===== src/rtl/jtopl_reg_wr_sched.sv =====
// Register write scheduler: queues host writes and merges each one into the channel ring when its channel passes.
// Optional JTOPL_WRSCHED_STATS_EN adds drop_cnt, a saturating count of discarded/rejected requests.
module jtopl_reg_wr_sched #(
    parameter int CHCSRW     = 10,
    parameter int FIFO_DEPTH = 2
) (
    input  logic              clk,
    input  logic              rst,
    input  logic              cen,
    input  logic              wr_req,
    input  logic [3:0]        wr_ch,
    input  logic [CHCSRW-1:0] wr_data,
    input  logic [CHCSRW-1:0] wr_mask,
    output logic              wr_ack,
    output logic              full,
    input  logic [CHCSRW-1:0] chcfg,
    output logic [CHCSRW-1:0] chcfg_inmux,
    output logic [1:0]        group,
    output logic [17:0]       slot,
    output logic              zero,
`ifdef JTOPL_WRSCHED_STATS_EN
    output logic [7:0]        drop_cnt,
`endif
    output logic [3:0]        ch_cur
);

    localparam int PW = (FIFO_DEPTH > 2) ? 2 : 1;
    localparam int AD = 1 << PW;

    logic [4:0]        slot_idx;
    logic [3:0]        q_ch   [AD];
    logic [CHCSRW-1:0] q_data [AD];
    logic [CHCSRW-1:0] q_mask [AD];
    logic [PW-1:0]     rd_ptr;
    logic [PW-1:0]     wr_ptr;
    logic [2:0]        count;
    logic              empty;
    logic              ch_bad;
    logic              commit;
    logic              push;

    function automatic logic [PW-1:0] ptr_inc(input logic [PW-1:0] p);
        return (p == PW'(FIFO_DEPTH - 1)) ? '0 : p + 1'b1;
    endfunction

    // Ring position counters, all stepping together on cen
    always_ff @(posedge clk or posedge rst) begin
        if (rst) begin
            slot_idx <= '0;
            group    <= '0;
            ch_cur   <= '0;
        end else if (cen) begin
            slot_idx <= (slot_idx == 5'd17) ? 5'd0 : slot_idx + 5'd1;
            group    <= (group == 2'd2) ? 2'd0 : group + 2'd1;
            ch_cur   <= (ch_cur == 4'd8) ? 4'd0 : ch_cur + 4'd1;
        end
    end

    assign slot = 18'd1 << slot_idx;
    assign zero = (slot_idx == 5'd0);

    assign empty  = (count == 3'd0);
    assign full   = (count == 3'(FIFO_DEPTH));
    assign commit = cen && !empty && (q_ch[rd_ptr] == ch_cur);
    assign ch_bad = (wr_ch > 4'd8);
    // A full queue can still take a request when the head leaves this cycle
    assign wr_ack = !rst && wr_req && (ch_bad || !full || commit);
    assign push   = wr_ack && !ch_bad;

    always_ff @(posedge clk or posedge rst) begin
        if (rst) begin
            rd_ptr <= '0;
            wr_ptr <= '0;
            count  <= '0;
        end else begin
            if (push)
                wr_ptr <= ptr_inc(wr_ptr);
            if (commit)
                rd_ptr <= ptr_inc(rd_ptr);
            unique case ({push, commit})
                2'b10:   count <= count + 3'd1;
                2'b01:   count <= count - 3'd1;
                default: count <= count;
            endcase
        end
    end

    always_ff @(posedge clk) begin
        if (push) begin
            q_ch[wr_ptr]   <= wr_ch;
            q_data[wr_ptr] <= wr_data;
            q_mask[wr_ptr] <= wr_mask;
        end
    end

    assign chcfg_inmux = commit
        ? ((chcfg & ~q_mask[rd_ptr]) | (q_data[rd_ptr] & q_mask[rd_ptr]))
        : chcfg;

`ifdef JTOPL_WRSCHED_STATS_EN
    logic drop;

    assign drop = !rst && wr_req && (ch_bad || (full && !commit));

    always_ff @(posedge clk or posedge rst) begin
        if (rst)
            drop_cnt <= '0;
        else if (drop && drop_cnt != 8'hFF)
            drop_cnt <= drop_cnt + 8'd1;
    end
`endif

endmodule

===== config.mk =====
export PLATFORM = sky130hd
export DESIGN_NAME = jtopl_reg_wr_sched
export DESIGN_NICKNAME = d
export VERILOG_FILES = /design/src/rtl/jtopl_reg_wr_sched.sv
export SDC_FILE = /design/constraint.sdc
export NUM_CORES = 1
export LEC_CHECK = 0
export BUFFER_PORTS_ARGS = -buffer_cell sky130_fd_sc_hd__buf_2
export CAP_MARGIN = 20
export CORE_MARGIN = 2
export CORE_UTILIZATION = 48
export DETAILED_ROUTE_END_ITERATION = 10
export GPL_TIMING_DRIVEN = 1
export PLACE_DENSITY = 0.76
export SETUP_SLACK_MARGIN = 0.02
export SLEW_MARGIN = 20
export SYNTH_ARGS = -nofsm -noshare
export SYNTH_HDL_FRONTEND = slang
export SYNTH_SLANG_ARGS = --single-unit

===== constraint.sdc =====
create_clock -name clk -period 3.8 [get_ports clk]
set_input_delay 0.76 -clock clk [delete_from_list [all_inputs] [get_ports clk]]
set_output_delay 0.76 -clock clk [all_outputs]
set_load 0.02 [all_outputs]

* After elaboration in Yosys (flattened, before gate mapping)
Memories as Yosys holds them, arrays and structs flattened. Cells that the tools add are included.
Word-level totals: register bits 16, memory bits (writable) 48, logic and storage cells 52, memories 3
Operators by class: add/subtract/negate cells 7, $lt $le $gt $ge 1, equality and inequality tests 7, shift-type cells 1, mux-type cells 9, bitwise operators 4, reduce and logical (&&, ||, !) cells 14
Memory list:
- q_data | depth 2, bits a word 10, read ports 1, clocked after memory_dff 0, write ports 1, line 32 | logic [CHCSRW-1:0] q_data [AD];
- q_mask | depth 2, bits a word 10, read ports 1, clocked after memory_dff 0, write ports 1, line 33 | logic [CHCSRW-1:0] q_mask [AD];
- q_ch | depth 2, bits a word 4, read ports 1, clocked after memory_dff 0, write ports 1, line 31 | logic [3:0] q_ch [AD];
Operator list (count):
- AND 10 bit | 2
- left shift 1 x 5 -> 18 bit (first input constant) | 1
- two-way mux 10 bit | 1
- NOT 10 bit | 1
- OR 10 bit | 1
- case mux 3 bit (2 select lines) | 1
- adder 5 x 1 -> 5 bit (second input constant) | 1
- == test 5 bit (second input constant) | 1
- logical AND 1 bit | 5
- logical NOT 5 bit | 1
- two-way mux 5 bit | 1
- adder 4 x 1 -> 4 bit (second input constant) | 1
- == test 2 bit (second input constant) | 2
- == test 4 bit | 1
- == test 4 bit (second input constant) | 1
- greater-than comparator 4 bit (second input constant) | 1
- logical NOT 1 bit | 4
- two-way mux 1 bit | 4
- two-way mux 4 bit | 1
- adder 3 x 1 -> 3 bit (second input constant) | 1
- == test 3 x 2 -> 1 bit (second input constant) | 1
- logical NOT 3 bit | 1
- subtractor 3 x 1 -> 3 bit (second input constant) | 1
- adder 1 bit (second input constant) | 2
- other kinds (5) | 6

* Depth between registers and ports, before layout
Gate-level depths: netlist (run 1).
depth after elaboration 9, gate-level depth with buffers 14

* Worst setup path after synthesis (run 1)
Ideal clock, no wire load.
path type input -> register, start input port rst, end memory q_ch[1][0], enable pin, library setup time 0.442 ns, arrival 3.306 ns, required time 3.358 ns, path slack 0.052 ns, stages 3, path buffers 0, cell sequence inv_1 nand3_1 a211oi_1
On the way: word-level cells in the longest chain between the ends 6
RTL lines:
- start: declaration | line 8 | input logic rst,
- logical NOT 1 bit (no source line)
- logical AND 1 bit (2 in series) | line 67 | assign wr_ack = !rst && wr_req && (ch_bad || !full || commit);
- logical AND 1 bit | line 68 | assign push = wr_ack && !ch_bad;
- two-way mux 1 bit | line 89 | if (push) begin
- two-way mux 1 bit (implied by the code) | line 90 | q_ch[wr_ptr] <= wr_ch;
- end: declaration | line 31
Every way passes these cells.

* Worst setup path after layout (run 1)
start register rd_ptr, end output port chcfg_inmux[5]
On the way: word-level cells in the longest chain between the ends 5, elaborated cells between the ends (all ways) 10, those cells by class eq/ne: 1; mux: 1; bitwise: 4; reduce/logical: 1; memory: 3
RTL lines:
- start: declaration | line 34 | logic [PW-1:0] rd_ptr;
- start signal: assignment | line 79 | rd_ptr <= ptr_inc(rd_ptr);
- memory read (2 x 10 bit)
- NOT 10 bit | line 97 | ? ((chcfg & ~q_mask[rd_ptr]) | (q_data[rd_ptr] & q_mask[rd_ptr]))
- AND 10 bit | line 97
- OR 10 bit | line 97
- two-way mux 10 bit * | line 97
- end: declaration | line 17 | output logic [CHCSRW-1:0] chcfg_inmux,
Mark *: on every way between the ends. The rest lies on a longest branch, timed or not.

==> results by group, run 1 <==
Placement
  • DP Wirelength: between 4 and 5 mm
  • Dpl cells: 370
  • Global placement routability congestion: roughly 0.75
  • Placement Setup Slack: between 0.5 and 0.6 ns
  • Port bufs: 74

Route
  • Total iterations of the first detailed-routing run: 4
  • Final ANT Viol Nets: 0
  • Total number of vias: roughly 2.1k
  • WL/cell: between 15 and 20 um
  • DRC errors left: 0
  • WL final: around 5.9 mm
  • Avg Vias per Cell: ~5.4
  • Initial DRC count: 160

Finish
  • Nets: about 350
  • N_diodes: 0
  • Area Growth Syn to Fin: 23.3%
  • Non-filler cells, final: between 300 and 400
  • Layout cell share with drive strength beyond 1: roughly a third
  • Area occupied by registers: about 0.0018 mm2
  • Multi-input logic area: 0.00106 mm2
  • Final Core Density: 61.6%
  • Filler instances: between 400 and 500

STA
  • RSZ-0062 raised after global routing: no
  • Setup ws final: around 0.35 ns
  • Final Cycle Share: around nine tenths
  • Slew headroom: between 50 and 60%
  • Fmax: about 290 MHz
  • Hold Violations, Final: 0
  • Clock skew: 0.00780 ns
  • Final worst path period need: 3.45 ns
  • Setup violators final: 0
  • Worst-Margin Slew: around 0.73 ns
  • Slew Viols, Final: 0
  • Fin Setup TNS: 0 ns

Min path
  • Hold Path Class: input port to asynchronous set/reset pin

Synth
  • Top-area cell type share of the netlist area: between 40% and 50%
  • Post-synth top area cell: edfxtp_1
  • Post-synth EDFFs: 48
  • Most frequent cell after synthesis: edfxtp_1
  • Syn nets: 274
  • Distinct cells, synth: 39
  • Avg Cell Area, Syn: between 10 and 15 um2
  • Synth warn: 0
  • Main synth FF type: edfxtp_1
  • Post-synthesis sequential area ratio: ~62%
  • Mapped Area: 0.00298 mm2
  • Area contributors post-synth: edfxtp_1, dfrtp_1, mux2i_1
  • Synth Register Bits: 64
  • Mapped Cells: 226
  • Async S/R FF share, synth: between 20% and 30%
  • Synth cell count leaders: edfxtp_1, mux2i_1, o31ai_1

Worst setup path
  • Setup crit start kind: register
  • Worst setup path startpoint: rd_ptr
  • Worst reg2reg path startpoint: rd_ptr
  • CP Class: register to primary output
  • Worst Path Max Fanout: 16
  • Crit path capture type: primary output
  • Arrival @ worst endpoint: ~2.7 ns
  • Reg2reg path depth: 12
  • Critical path required time: 3.04 ns
  • R2R Setup Slk: 0.72 ns
  • Reg2reg end: count[2]

CTS
  • Clk root buf: clkbuf_8
  • Clock sink count: 64
  • Clk_lat worst skew: 0.33 ns
  • H-tree Lvls: 3
  • Clock Path Buffers: 2
  • Post-CTS Hold Buffers: 0
  • CTS tree: done
  • Setup Fix Bufs, Post-CTS: 0
  • Worst-path clk slew: roughly 0.080 ns
  • CTS buffer count: 9

Power
  • PD cells: 667 mW/mm2
  • Worst vdd ir: approximately 0.45 mV
  • Overall power: roughly 2400 uW
  • Pleak: roughly 0.0016 uW

Run status
  • Status: finished clean

GRT
  • Initial antenna violation count: 0
  • Number of global-route vias before repair: ~1.9k
  • First-pass GRT wire length: 8.75 mm
  • Maximum number of pins on one net before global-route repair: 22
  • Total track usage: 17.8%
  • Gr ovfl total: 0

Floorplanning
  • Std cell rows: 28
  • Chip height: slightly above 80 um
  • Full die area: 0.00684 mm2
  • I/O Pins: 75
  • Total core area: roughly 0.0060 mm2
  • Starting density of the core: between 40% and 50%
  • Chip width: 82.7 um

Job
  • Number of max-cap violations: 0
## placed cells by master (no fill, tap or decap), drive strengths merged, types with 2 or more instances in the layout
cell / count
buf: 81
xor2: 4
clkinv: 4
clkbuf: 9
o31ai: 21
ha: 9
nand2: 13
edfxtp: 48
nand2b: 6
and3: 2
inv: 14
o22ai: 2
nor3b: 2
nor3: 6
xnor2: 5
nor2: 13
a211oi: 2
and3b: 2
o21ai: 7
mux2i: 26
nand3: 3
dfrtp: 16
## state kept, by name, indices dropped and copies added (netlist names)
register,cells
q_data,20
group,2
count,3
ch_cur,4
q_mask,20
wr_ptr,1
q_ch,8
slot_idx,5
rd_ptr,1
## power breakdown
group / leakage [uW] / switching (uW) / internal, uW / total [uW]
Sequential: 0.000629 / 152 / 872 / 1020
Combinational: 0.000834 / 497 / 342 / 839
Clock: 0.000104 / 274 / 309 / 583
Total: 0.00157 / 922 / 1520 / 2450
## through the flow
| stage | instance area [um2] | hold WS, ns |
|---|---|---|
| after floorplan | 2980 | 0.465 |
| after global placement | 3460 | 0.495 |
| after detailed placement | 3460 | 0.515 |
| after CTS | 3670 | 0.437 |
| after global routing | 3670 | 0.444 |
| final | 3670 | 0.444 |
## critical path, cell delays in order (launching register included)
cell and delay (ns):
dfrtp_2 0.54, mux2i_1 0.25, xor2_1 0.16, nand3_1 0.09, buf_4 0.20, or2_1 0.50, o31ai_1 0.40, buf_2 0.22
## cell families after synthesis
logic type	share of synthesized area (%)
DFF	61.9
and+or+nand+nor	8.41
AOI/OAI and AO/OA	9.88
muxes	9.13
buffers and inverters	3.57
adders and majority gates	4.46
xor gates and xnor gates	2.65
## worst max-delay path by stage
stage	end	slack (ns)	depth (start not counted)
final	chcfg_inmux[5]	0.35	7
after floorplan	q_ch[1][0]	0.05	3
after CTS	chcfg_inmux[3]	0.22	7
after global placement	chcfg_inmux[7]	0.64	7
after detailed placement	count[2]	0.57	12
after global routing	chcfg_inmux[5]	0.15	7
## metal layers
metal  share of wire [%]  global-route usage (%)
met5                   0                       0
met4                 1.6                    8.20
met3                 5.7                    6.85
met2                  50                    27.5
met1                  43                    22.1
## timing repair
item,4_1_cts,5_1_grt
resized for setup,0,1
setup endpoints to repair,0,2
hold endpoints to repair,0,0
## layout make-up
| class | count | share of cell area, % |
|---|---|---|
| repair buffers | 81 | 11.5 |
| flip-flops and latches | 64 | 50.3 |
| well taps | 75 | 2.56 |
| inverters | 12 | 1.23 |
| clock inverters | 7 | 2.15 |
| clock buffers | 9 | 3.38 |
| multi-input cells | 138 | 28.9 |
Note: power is estimated with default switching activity, not from simulation.
==> run 2: changes to the inputs <==
- PLACE_DENSITY: 0.76 -> default
- PLACE_DENSITY_LB_ADDON: default -> 0.08
==> results by group, run 2 (synthesis gave the netlist of run 1 again) <==
Run status
  • Status: finished clean (unchanged)

Worst setup path
  • Critical path required time: 3.04 ns (about the same)
  • Reg2reg path depth: 12 (unchanged)
  • Setup crit start kind: register (unchanged)
  • CP Cell Sequence: mux2i_1 -> xor2_1 -> nand3_1 -> buf_4 -> or2_1 -> o31ai_1 -> buf_2 (unchanged)
  • Crit path capture type: primary output (unchanged)
  • Worst Path Max Fanout: 16 (unchanged)
  • Max stage delay cell, worst path: or2_1 (was dfrtp_2)
  • CP Class: register to primary output (unchanged)
  • CP peak stage delay: 0.53 ns (was 0.54 ns)
  • Cell family with most CP delay: simple AND/OR/NAND/NOR gates (unchanged)
  • Worst setup path startpoint: rd_ptr (unchanged)
  • Worst reg2reg path startpoint: rd_ptr (unchanged)
  • WP depth: 7 (unchanged)
  • Arrival @ worst endpoint: 2.66 ns (was 2.69 ns)
  • Worst path bufs/invs: 2 (unchanged)

Route
  • Initial DRC count: 81 (was 160)
  • Final ANT Viol Nets: 0 (unchanged)
  • Total iterations of the first detailed-routing run: 4 (unchanged)
  • WL/cell: 13.9 um (was 15.2 um)
  • Total number of vias: 2013 (was 2072)
  • Avg Vias per Cell: 5.22 (was 5.37)
  • WL final: 5.37 mm (was 5.86 mm)
  • DRC errors left: 0 (unchanged)

Finish
  • Area Growth Syn to Fin: 22.7% (was 23.3%)
  • Commonest non-fill, non-tap cells in the layout: buf_2, edfxtp_1, mux2i_1 (unchanged)
  • Most common cell after layout, fill and taps aside: buf_2 (unchanged)
  • Layout cell share with drive strength beyond 1: 31.8% (was 33.1%)
  • Top flop regs: q_data: 20 flops, q_mask: 20 flops, q_ch: 8 flops (unchanged)
  • Nets: 354 (unchanged)
  • Final Core Density: 61.3% (was 61.6%)
  • N_diodes: 0 (unchanged)

GRT
  • Initial antenna violation count: 0 (unchanged)
  • Number of global-route vias before repair: 1864 (was 1893)
  • First-pass GRT wire length: 8.54 mm (was 8.75 mm)
  • GR Util met3: 4.46% (was 6.85%)
  • Gr ovfl total: 0 (unchanged)
  • Maximum number of pins on one net before global-route repair: 22 (unchanged)
  • Total track usage: 17.4% (was 17.8%)
  • Met1 Resource Use GR: 20.8% (was 22.1%)
  • Busiest grt layer: met2 (unchanged)
  • Met2 Use GR: 29.0% (was 27.5%)

Floorplanning
  • Full die area: 0.00684 mm2 (unchanged)
  • Std cell rows: 28 (unchanged)
  • Starting density of the core: 50.0% (unchanged)
  • Chip height: 82.7 um (unchanged)
  • Chip width: 82.7 um (unchanged)
  • I/O Pins: 75 (unchanged)
  • Total core area: 0.00596 mm2 (unchanged)

CTS
  • Worst-path clk slew: 0.07 ns (was 0.08 ns)
  • Clock Path Buffers: 2 (unchanged)
  • CTS tree: done (unchanged)
  • Clk_lat worst skew: 0.33 ns (about the same)
  • Setup Fix Bufs, Post-CTS: 0 (unchanged)
  • Clock sink count: 64 (unchanged)
  • H-tree Lvls: 3 (unchanged)
  • Post-CTS Hold Buffers: 0 (unchanged)
  • CTS buffer count: 9 (unchanged)
  • CTS resizes: 0 (unchanged)
  • Clk root buf: clkbuf_8 (unchanged)

STA
  • Worst-Margin Slew: 0.819 ns (was 0.730 ns)
  • Final worst path period need: 3.42 ns (was 3.45 ns)
  • Final Cycle Share: 89.9% (was 90.8%)
  • Clock skew: 0.00982 ns (was 0.00780 ns)
  • Fmax: 293 MHz (was 290 MHz)
  • RSZ-0062 raised after global routing: no (unchanged)
  • Fin Setup TNS: 0 ns (unchanged)
  • Slew Viols, Final: 0 (unchanged)
  • Slew headroom: 45.4% (was 51.3%)
  • Hold Violations, Final: 0 (unchanged)
  • Setup violators final: 0 (unchanged)

Power
  • Worst vdd ir: 0.390 mV (was 0.445 mV)
  • Pleak: 0.00156 uW (was 0.00157 uW)
  • PD cells: 654 mW/mm2 (was 667 mW/mm2)
  • Overall power: 2390 uW (was 2450 uW)

Min path
  • Hold Path Class: input port to asynchronous set/reset pin (unchanged)

Placement
  • DP Wirelength: 3.68 mm (was 4.00 mm)
  • Port bufs: 74 (unchanged)
  • Global placement routability congestion: 0.717 (was 0.748)

Job
  • Number of max-cap violations: 0 (unchanged)
-- run 2: path summary, 6_finish.rpt --
path                                       end  slack [ns]
max in group asynchronous          slot_idx[1]        3.16
worst max-delay path            chcfg_inmux[5]        0.38
min in group clk                      group[1]        0.50
worst min register to register        group[1]        0.50
worst min-delay path                    wr_ptr        0.44
worst max register to register        count[2]        0.71
-- run 2: cell type report --
type / instances / area, um2
multi-input cells: 138 / 1060
clock inverters: 7 / 62.6
fillers: 503 / 2310
repair buffers: 81 / 423
well taps: 75 / 93.8
inverters: 12 / 45.0
clock buffers: 9 / 124
flip-flops and latches: 64 / 1840
-- run 2: worst register-to-register path: stages, from the launching register on --
cell,delay (ns)
dfrtp_1,0.48
mux2i_1,0.27
xnor2_1,0.08
nand3_1,0.09
buf_4,0.22
or2_1,0.67
a21o_1,0.20
ha_1,0.17
inv_1,0.06
fa_1,0.37
xor2_1,0.15
nor2_1,0.11
xor2_1,0.14
-- run 2: metal layers --
metal | vias up | part of all wire, %
met2 | 47 | 51
met4 | 0 | 1.0
met3 | 5 | 4.7
li1 | 1002 | -
met5 | - | 0
met1 | 959 | 43
-- run 2: report_power, final --
| group | leakage [uW] | internal, uW | switching [uW] | total (uW) |
|---|---|---|---|---|
| Sequential | 0.000630 | 872 | 134 | 1010 |
| Clock | 0.0000917 | 296 | 241 | 536 |
| Combinational | 0.000834 | 341 | 503 | 844 |
-- run 2: through the flow --
step	instance area [um2]	instances	hold WS, ns	setup slack, ns
floorplan	2980	226	0.465	0.0520
global placement	3460	370	0.481	0.657
detailed placement	3460	370	0.494	0.639
CTS	3650	386	0.437	0.325
global route	3650	386	0.445	0.199
finish	3650	386	0.443	0.383
==> run 3: changes to the inputs <==
- CORE_UTILIZATION: 48 -> 35
- SLEW_MARGIN: 20 -> 0
==> results by group, run 3 (synthesis gave the netlist of run 1 again) <==
Run status
  • Status: finished clean (unchanged)

GRT
  • Number of global-route vias before repair: 1930 (was 1864)
  • Maximum number of pins on one net before global-route repair: 22 (unchanged)
  • First-pass GRT wire length: 9.52 mm (was 8.54 mm)
  • Total track usage: 14.0% (was 17.4%)
  • Gr ovfl total: 0 (unchanged)
  • Initial antenna violation count: 0 (unchanged)

CTS
  • Clk root buf: clkbuf_8 (unchanged)
  • CTS resizes: 0 (unchanged)
  • Setup Fix Bufs, Post-CTS: 0 (unchanged)
  • Worst-path clk slew: 0.07 ns (about the same)
  • Post-CTS Hold Buffers: 0 (unchanged)
  • Clock sink count: 64 (unchanged)
  • CTS buffer count: 9 (unchanged)
  • CTS tree: done (unchanged)
  • H-tree Lvls: 3 (unchanged)
  • Clk_lat worst skew: 0.34 ns (was 0.33 ns)
  • Clock Path Buffers: 2 (unchanged)

STA
  • Slew headroom: 43.0% (was 45.4%)
  • Setup violators final: 0 (unchanged)
  • RSZ-0062 raised after global routing: no (unchanged)
  • Slew Viols, Final: 0 (unchanged)
  • Fin Setup TNS: 0 ns (unchanged)
  • Final worst path period need: 3.32 ns (was 3.42 ns)
  • Hold Violations, Final: 0 (unchanged)
  • Clock skew: 0.0115 ns (was 0.00982 ns)
  • Final Cycle Share: 87.5% (was 89.9%)
  • Worst-Margin Slew: 0.855 ns (was 0.819 ns)
  • Setup ws final: 0.475 ns (was 0.383 ns)
  • Fmax: 301 MHz (was 293 MHz)

Finish
  • Filler instances: 775 (was 503)
  • Commonest non-fill, non-tap cells in the layout: buf_2, edfxtp_1, mux2i_1 (unchanged)
  • Nets: 354 (unchanged)
  • Area Growth Syn to Fin: 24.2% (was 22.7%)
  • Non-filler cells, final: 415 (was 386)
  • N_diodes: 0 (unchanged)
  • Final Core Density: 45.0% (was 61.3%)
  • Top flop regs: q_data: 20 flops, q_mask: 20 flops, q_ch: 8 flops (unchanged)
  • Final std cell area, no fill: 0.00369 mm2 (was 0.00365 mm2)
  • Most common cell after layout, fill and taps aside: buf_2 (unchanged)
  • Layout cell share with drive strength beyond 1: 32.6% (was 31.8%)

Placement
  • Global placement routability congestion: 0.698 (was 0.717)
  • Placement Setup Slack: 0.642 ns (was 0.639 ns)
  • Placed Area: 0.00350 mm2 (was 0.00346 mm2)
  • DP Wirelength: 3.96 mm (was 3.68 mm)
  • Dpl cells: 400 (was 370)
  • Port bufs: 74 (unchanged)

Floorplanning
  • Chip width: 96.2 um (was 82.7 um)
  • I/O Pins: 75 (unchanged)
  • Full die area: 0.00925 mm2 (was 0.00684 mm2)
  • Std cell rows: 33 (was 28)
  • Chip height: 96.2 um (was 82.7 um)
  • Total core area: 0.00822 mm2 (was 0.00596 mm2)
  • Starting density of the core: 36.2% (was 50.0%)

Route
  • Initial DRC count: 80 (was 81)
  • Total iterations of the first detailed-routing run: 4 (unchanged)
  • Final ANT Viol Nets: 0 (unchanged)
  • WL final: 5.84 mm (was 5.37 mm)
  • WL/cell: 14.1 um (was 13.9 um)
  • Total number of vias: 2046 (was 2013)
  • Avg Vias per Cell: 4.93 (was 5.22)
  • DRC errors left: 0 (unchanged)

Power
  • Int Power: 1510 uW (about the same)
  • Switching share of total power: 37.8% (was 36.8%)
  • Reg power frac: 41.3% (was 42.1%)
  • PD cells: 659 mW/mm2 (was 654 mW/mm2)
  • Sw power: 920 uW (was 877 uW)
  • Pleak: 0.00155 uW (was 0.00156 uW)
  • Logic gate share of total power: 35.2% (was 35.4%)
  • Worst vdd ir: 0.350 mV (was 0.390 mV)
  • Clock group share of total power: 23.5% (was 22.5%)

Worst setup path
  • Reg2reg end: count[2] (unchanged)
  • Worst setup path startpoint: rd_ptr (unchanged)
  • Worst path bufs/invs: 1 (was 2)
  • Max stage delay cell, worst path: or2_1 (unchanged)
  • CP peak stage delay: 0.57 ns (was 0.53 ns)
  • R2R Setup Slk: 0.84 ns (was 0.71 ns)
  • Critical path required time: 3.04 ns (about the same)
  • WP depth: 6 (was 7)
  • CP Class: register to primary output (unchanged)
  • Arrival @ worst endpoint: 2.56 ns (was 2.66 ns)
  • Cell family with most CP delay: simple AND/OR/NAND/NOR gates (unchanged)
  • Setup crit end: chcfg_inmux[5] (unchanged)
  • Worst reg2reg path startpoint: rd_ptr (unchanged)
  • Reg2reg path depth: 11 (was 12)
  • Crit path capture type: primary output (unchanged)
  • CP Cell Sequence: mux2i_1 -> xor2_1 -> o311ai_2 -> or2_1 -> o31ai_1 -> buf_2 (was mux2i_1 -> xor2_1 -> nand3_1 -> buf_4 -> or2_1 -> o31ai_1 -> buf_2)
  • Worst Path Max Fanout: 16 (unchanged)
  • Setup crit start kind: register (unchanged)

Min path
  • Hold Path Class: input port to asynchronous set/reset pin (unchanged)

Job
  • Number of max-cap violations: 0 (unchanged)
[run 3: worst min path at each step]
stage / from / end / slack (ns) / cells after the start
4_1_cts: rst / slot_idx[1] / 0.43 / 3
5_1_grt: rst / slot_idx[1] / 0.46 / 3
3_3_place_gp: group[1] / group[1] / 0.48 / 1
3_5_place_dp: group[1] / group[1] / 0.50 / 1
6_report: rst / slot_idx[1] / 0.44 / 3
2_1_floorplan: count[2] / count[2] / 0.46 / 1
[run 3: through the flow]
stage               hold slack (ns)  power [uW]
floorplan                     0.465        1610
global placement              0.479        1890
detailed placement            0.499        1890
CTS                           0.431        2470
global route                  0.459        2610
finish                        0.436        2430
[run 3: power by group through the flow]
stage | registers [uW] | logic (uW) | clock network, uW
after global routing | 1030 | 955 | 627
after global placement | 1020 | 869 | 0
final | 1010 | 856 | 573
after floorplan | 991 | 624 | 0
after detailed placement | 1020 | 873 | 0
after CTS | 1010 | 876 | 590
[run 3: final cells by class]
type	instances	area [um2]	area share (%)
clock buffers	9	124	3.35
clock inverters	6	70.1	1.90
inverters	12	45.0	1.22
multi-input cells	138	1060	28.7
flip-flops and latches	64	1840	49.8
well taps	105	131	3.56
repair buffers	81	423	11.4
[run 3: layer usage]
| metal | vias to the layer above | share of wire [%] | global-route usage [%] |
|---|---|---|---|
| li1 | 1005 | - | - |
| met1 | 983 | 43 | 17.1 |
| met4 | 0 | 1.2 | 6.79 |
| met3 | 7 | 4.6 | 3.60 |
| met5 | - | 0 | 0 |
| met2 | 51 | 51 | 23.0 |
[run 3: worst register-to-register path, stage by stage, from the launching register on]
cell and delay, ns:
dfrtp_1 0.48, mux2i_1 0.25, xor2_1 0.11, o311ai_2 0.10, or2_1 0.71, a21o_1 0.21
ha_1 0.17, inv_1 0.06, fa_1 0.37, xor2_1 0.15, nor2_1 0.12, xor2_1 0.16
